$ cat src/rtl/uart_apb_console.sv
// uart_apb_console: autonomous APB master sitting in front of a UART16550
// APB slave. After reset it programs the divisor latch and line control,
// then polls LSR and moves bytes between two valid/ready byte streams and
// the UART's THR/RBR. SoC logic never touches UART registers directly.
module uart_apb_console #(
  parameter logic [31:0] BASE_ADDR = 32'h1000_0000,
  parameter logic [15:0] DIVISOR   = 16'h0001
) (
  input  logic        clock,
  input  logic        reset,
  // APB master port towards the UART
  output logic        out_psel,
  output logic        out_penable,
  output logic        out_pwrite,
  output logic [31:0] out_paddr,
  output logic [31:0] out_pwdata,
  output logic [3:0]  out_pstrb,
  output logic [2:0]  out_pprot,
  input  logic        out_pready,
  input  logic        out_pslverr,
  input  logic [31:0] out_prdata,
  // TX byte stream (SoC -> UART)
  input  logic        tx_valid,
  output logic        tx_ready,
  input  logic [7:0]  tx_data,
  // RX byte stream (UART -> SoC)
  output logic        rx_valid,
  input  logic        rx_ready,
  output logic [7:0]  rx_data,
  // status
  output logic        init_done,
  output logic        err
);

  // UART register offsets. Offset 0 is RBR on read, THR on write and DLL
  // while DLAB is set.
  localparam logic [2:0] REG_DATA = 3'd0;
  localparam logic [2:0] REG_DLM  = 3'd1;
  localparam logic [2:0] REG_LCR  = 3'd3;
  localparam logic [2:0] REG_LSR  = 3'd5;

  // LSR bits used by the poll loop
  localparam int LSR_DR   = 0;  // receive data ready
  localparam int LSR_THRE = 5;  // transmit holding register empty

  // LCR values: DLAB set for divisor access, then 8N1 with DLAB cleared
  localparam logic [7:0] LCR_DLAB_8N1 = 8'h83;
  localparam logic [7:0] LCR_8N1      = 8'h03;

  typedef enum logic [2:0] {
    INIT0,   // LCR <- 8'h83
    INIT1,   // DLL <- DIVISOR[7:0]
    INIT2,   // DLM <- DIVISOR[15:8]
    INIT3,   // LCR <- 8'h03
    DECIDE,  // turnaround; decide whether to poll
    POLL,    // read LSR
    RD_RBR,  // read received byte
    WR_THR   // write held TX byte
  } state_t;

  state_t      state;
  logic        tx_full;
  logic [7:0]  tx_buf;
  logic [7:0]  lsr_q;

  // request for the transfer the current state would issue next
  logic [2:0]  req_off;
  logic        req_write;
  logic [7:0]  req_byte;

  logic        access_done;
  logic        issue_ok;
  logic        rbr_done;
  logic        thr_done;

  // The slave replicates its byte in every lane, so only lane 0 is consumed;
  // lsr_q is kept as a debug-visible copy of the last LSR value.
  logic        unused_bits;
  assign unused_bits = ^{out_prdata[31:8], lsr_q};

  // Byte-lane strobe for register offset n; reads drive it too because the
  // slave decodes its register from the strobe.
  function automatic logic [3:0] strb_for(input logic [2:0] off);
    return 4'b0001 << off[1:0];
  endfunction

  // Write data placed in the byte lane of the register, other lanes zero.
  function automatic logic [31:0] lane_for(input logic [2:0] off, input logic [7:0] b);
    return {24'h00_0000, b} << {off[1:0], 3'b000};
  endfunction

  assign out_pprot   = 3'b000;
  assign tx_ready    = ~tx_full;
  assign access_done = out_psel & out_penable & out_pready;
  assign rbr_done    = access_done & (state == RD_RBR);
  assign thr_done    = access_done & (state == WR_THR);
  // In DECIDE the poll is skipped only while a received byte is parked and
  // there is nothing to send.
  assign issue_ok    = (state != DECIDE) | ~rx_valid | tx_full;

  // Decode the register access belonging to the current state.
  always_comb begin
    // NOTE: every output gets a default first, so no path can leave one
    // unassigned and infer a latch.
    req_off   = REG_LSR;
    req_write = 1'b0;
    req_byte  = 8'h00;
    case (state)
      INIT0: begin
        req_off   = REG_LCR;
        req_write = 1'b1;
        req_byte  = LCR_DLAB_8N1;
      end
      INIT1: begin
        req_off   = REG_DATA;
        req_write = 1'b1;
        req_byte  = DIVISOR[7:0];
      end
      INIT2: begin
        req_off   = REG_DLM;
        req_write = 1'b1;
        req_byte  = DIVISOR[15:8];
      end
      INIT3: begin
        req_off   = REG_LCR;
        req_write = 1'b1;
        req_byte  = LCR_8N1;
      end
      RD_RBR: begin
        req_off   = REG_DATA;
      end
      WR_THR: begin
        req_off   = REG_DATA;
        req_write = 1'b1;
        req_byte  = tx_buf;
      end
      default: begin
        // DECIDE and POLL both stand for the LSR read
      end
    endcase
  end

  // Sequencer and APB phase generator: an idle (psel=0) cycle in a state
  // launches its SETUP, SETUP moves to ACCESS, ACCESS waits for pready.
  always_ff @(posedge clock or negedge reset) begin
    // NOTE: state flops use non-blocking assignments so every flop samples
    // pre-edge values regardless of statement order.
    if (!reset) begin
      state       <= INIT0;
      out_psel    <= 1'b0;
      out_penable <= 1'b0;
      out_pwrite  <= 1'b0;
      out_paddr   <= BASE_ADDR;
      out_pwdata  <= 32'h0000_0000;
      out_pstrb   <= 4'b0000;
      lsr_q       <= 8'h00;
      init_done   <= 1'b0;
    end else if (!out_psel) begin
      if (issue_ok) begin
        out_psel    <= 1'b1;
        out_penable <= 1'b0;
        out_pwrite  <= req_write;
        out_paddr   <= BASE_ADDR + {29'd0, req_off};
        out_pstrb   <= strb_for(req_off);
        out_pwdata  <= req_write ? lane_for(req_off, req_byte) : 32'h0000_0000;
        if (state == DECIDE) begin
          state <= POLL;
        end
      end
    end else if (!out_penable) begin
      out_penable <= 1'b1;
    end else if (out_pready) begin
      // transfer completes; the next cycle is the psel=0 turnaround
      out_psel    <= 1'b0;
      out_penable <= 1'b0;
      case (state)
        INIT0: state <= INIT1;
        INIT1: state <= INIT2;
        INIT2: state <= INIT3;
        INIT3: begin
          state     <= DECIDE;
          init_done <= 1'b1;
        end
        POLL: begin
          lsr_q <= out_prdata[7:0];
          // RX first so the receiver is drained before it can overrun
          if (out_prdata[LSR_DR] && !rx_valid) begin
            state <= RD_RBR;
          end else if (out_prdata[LSR_THRE] && tx_full) begin
            state <= WR_THR;
          end else begin
            state <= DECIDE;
          end
        end
        default: state <= DECIDE;
      endcase
    end
  end

  // One-byte TX holding register: filled by handshake, emptied by THR write.
  always_ff @(posedge clock or negedge reset) begin
    if (!reset) begin
      tx_full <= 1'b0;
      tx_buf  <= 8'h00;
    end else if (tx_valid && !tx_full) begin
      tx_full <= 1'b1;
      tx_buf  <= tx_data;
    end else if (thr_done) begin
      tx_full <= 1'b0;
    end
  end

  // One-byte RX slot: filled by an RBR read, emptied by handshake.
  always_ff @(posedge clock or negedge reset) begin
    if (!reset) begin
      rx_valid <= 1'b0;
      rx_data  <= 8'h00;
    end else if (rbr_done) begin
      rx_valid <= 1'b1;
      rx_data  <= out_prdata[7:0];
    end else if (rx_valid && rx_ready) begin
      rx_valid <= 1'b0;
    end
  end

  // Sticky slave-error flag; only reset clears it.
  always_ff @(posedge clock or negedge reset) begin
    if (!reset) begin
      err <= 1'b0;
    end else if (out_psel && out_penable && out_pslverr) begin
      err <= 1'b1;
    end
  end

endmodule

$ cat config.mk
export PLATFORM = sky130hd
export DESIGN_NAME = uart_apb_console
export DESIGN_NICKNAME = d
export VERILOG_FILES = /design/src/rtl/uart_apb_console.sv
export SDC_FILE = /design/constraint.sdc
export NUM_CORES = 1
export LEC_CHECK = 0
export BUFFER_PORTS_ARGS = -buffer_cell sky130_fd_sc_hd__buf_4
export CAP_MARGIN = 20
export CORE_MARGIN = 5
export CORE_UTILIZATION = 51
export CTS_BUF_LIST = sky130_fd_sc_hd__clkbuf_2
export CTS_CLUSTER_DIAMETER = 30
export DETAILED_ROUTE_END_ITERATION = 16
export PLACE_DENSITY_LB_ADDON = 0.12
export SYNTH_ARGS = -nofsm -noshare
export SYNTH_HDL_FRONTEND = slang
export SYNTH_SLANG_ARGS = --single-unit
$ cat constraint.sdc
create_clock -name clock -period 4 [get_ports clock]
set_input_delay 0.6 -clock clock [delete_from_list [all_inputs] [get_ports clock]]
set_output_delay 0.6 -clock clock [all_outputs]
set_load 0.05 [all_outputs]
==> results.yml <==
routing:
  vias: 1769
  postRouteAntennaNets: 0
  wire_per_inst_um: 14.0
  drc_errors: 0
  viasPerCell: 4.85
  wirelength_um: 5130
  first_pass_iters: 5
  first_iter_violations: 134
run:
  max_cap_viol_count: 0
power_and_ir_drop:
  ir_worst_vdd_mv: 0.296
  power.density_nw_per_um2: 630
  finalPower_w: 0.00207
  leakage_nw: 1.78
place:
  portBuffers: 75
  routabilityCongestion: 0.743
  dp_hpwl_um: 3580
layout:
  fill_cells: 428
  syn2layout_area_growth_pct: 21.6
  layout_common_cells: "buf_4 (75), dfrtp_1 (65), conb_1 (32)"
  layout_commonest_cell: "buf_4"
  n_antenna_cell: 0
  nets: 336
  multi_input_area_um2: 893
  ff_latch_area_um2: 1630
  drive_above_1_share_pct: 38.3
floorplanning:
  die_area_um2: 6860
  die_h_um: 82.8
  io_pins: 132
  row_count: 26
  die_w_um: 82.8
  start_util_pct: 52.6
  coreArea_um2: 5140
critical_path:
  crit_path_start: "state[2]"
  cp_max_fo: 30
  cp-endpoint: "out_pwdata[5]"
  r2r_end: "out_pwdata[5]"
  reg2regPathDepth: 3
  cp-start-kind: "flip-flop"
  r2r_slack_ns: 1.98
  cp-end-kind: "flip-flop"
  critical_path_class: "reg2reg"
  worst_ep_required_time_ns: 4.43
  reg2reg_from: "state[2]"
  cp.arrival_ns: 2.45
synthesis:
  synthSimpleGateAreaFrac_pct: 11.4
  synth_adder_area_share_pct: 0
  synth_xor_area_share_pct: 0
  synth.avg_cell_area_um2: 12.6
  synth_edf_count: 0
  ys_async_sr_fraction_pct: 100
  netlist_area_um2: 2710
  synth_mux_area_share_pct: 7.45
  synth_top_family_by_area: "simple AND/OR/NAND/NOR gates"
  ys_types: 38
  ys_seq_area_share_pct: 60.1
  yosysWarnings: 0
  synthFlopType: "dfrtp_1"
  synth-compound-area-share_pct: 9.76
  ys_seq_elements: 65
  netlist_instances: 215
global_route:
  antenna_found_initial: 0
  gr-usage-all-layers_pct: 15.6
  overflow: 0
  grt_max_degree: 66
  grt_pass1_vias: 1719
  grt_pass1_wl_um: 8500
clocking:
  cts_tree: "built"
  cts_buffers: 9
  cts_resized: 0
  cts_root_buf: "clkbuf_2"
  clk_path_buf_depth: 2
  ctsHtreeMaxLevel: 3
  postCtsSetupBuffers: 0
  hold_buffers: 0
  clock_sinks: 65
  clkLatencyLatePin_ns: 0.49
  clk_transition_reported_paths_ns: 0.17
sta:
  rsz0062_at_grt: "false"
  fin_hold_ws_ns: 0.160
  setup_tns_ns: 0
  final_max_slew_viol_count: 0
  fin_crit_ns: 2.02
  setup_violations: 0
  post-route-period-util_pct: 50.5
  worst_slew_pin_slew_ns: 0.785
  skew_ns: 0.0174
  relSlewSlack_pct: 47.6
  clock.fmax_mhz: 496
  final_hold_viol_count: 0
hold_path:
  hp-class: "in2async"
status:
  status: "completed"
==> through the flow <==
step,setup WS (ns),area [um2],util (%),cells
after global routing,1.85,3290,64.0,365
after global placement,2.00,3190,62.0,349
after detailed placement,1.99,3190,62.0,349
final,1.98,3290,64.0,365
after CTS,1.97,3290,64.0,365
after floorplan,2.11,2820,-,245
==> per-layer routing <==
layer / vias up / track usage (%) / part of all wire (%)
met5: - / 0 / 0
met4: 0 / 8.77 / 1.6
met3: 9 / 6.34 / 9.9
met1: 869 / 18.3 / 40
li1: 815 / - / -
met2: 76 / 24.2 / 48
==> cells by family (layout without fill, tap and decap cells) <==
| group | count (synthesis) | count (layout) |
|---|---|---|
| buffers and inverters | 46 | 96 |
| other | 2 | 32 |
| DFF | 65 | 65 |
| and+or+nand+nor | 50 | 50 |
| muxes | 18 | 18 |
| AOI/OAI and AO/OA | 34 | 34 |
==> synth_stat cells (2+ instances only) <==
cell      count  area (um2)
clkbuf_1      7        26.3
conb_1        2        7.51
a31oi_1       2        12.5
and3_1        2        12.5
buf_4        33         248
and2_1       22         138
nand2_1       5        18.8
nand2b_1      5        31.3
inv_1         4        15.0
nor2_1        6        22.5
dfrtp_1      65        1630
a21o_1        8        60.1
nand3_1       2        10.0
mux2_2       17         191
nor2b_1       2        12.5
a21oi_1       4        20.0
a22o_1        7        61.3
o21ai_0       2        10.0
==> where the power goes <==
group / internal [W] / total, W / switching, W
Clock: 0.000143 / 0.000362 / 0.000219
Sequential: 0.000792 / 0.000902 / 0.000110
Combinational: 0.000269 / 0.000811 / 0.000542
Total: 0.00120 / 0.00207 / 0.000871
==> sequential cells by signal, summed over array words and instances (netlist names), 3 cells and up <==
register,cells
out_paddr,3
out_pstrb,4
out_pwdata,32
rx_data,8
state,3
tx_buf,8
==> worst max-delay path, cell delays in order (launching register included) <==
cell and delay, ns:
dfrtp_1 0.57, nor3b_1 0.44, a21o_1 0.70, a22o_1 0.26
==> area by class of cell <==
type                       count  share of cell area (%)
tap                           70                    2.66
timing repair buffer          75                    17.1
multi-input combinational    134                    27.1
clock buffer                  11                    1.67
sequential                    65                    49.4
inverter                       5                   0.570
clock inverter                 5                    1.41
==> worst min path at each step <==
| stage | startpoint | to | slack, ns | cells past startpoint |
|---|---|---|---|---|
| after floorplan | reset | err | 0.30 | 0 |
| after global placement | init_done | init_done | 0.44 | 1 |
| after detailed placement | init_done | init_done | 0.46 | 1 |
| after CTS | reset | out_pwdata[28] | 0.17 | 1 |
| after global routing | reset | out_pwdata[28] | 0.20 | 1 |
| final | reset | out_pwdata[9] | 0.16 | 1 |
(Power assumes the default switching activity.)
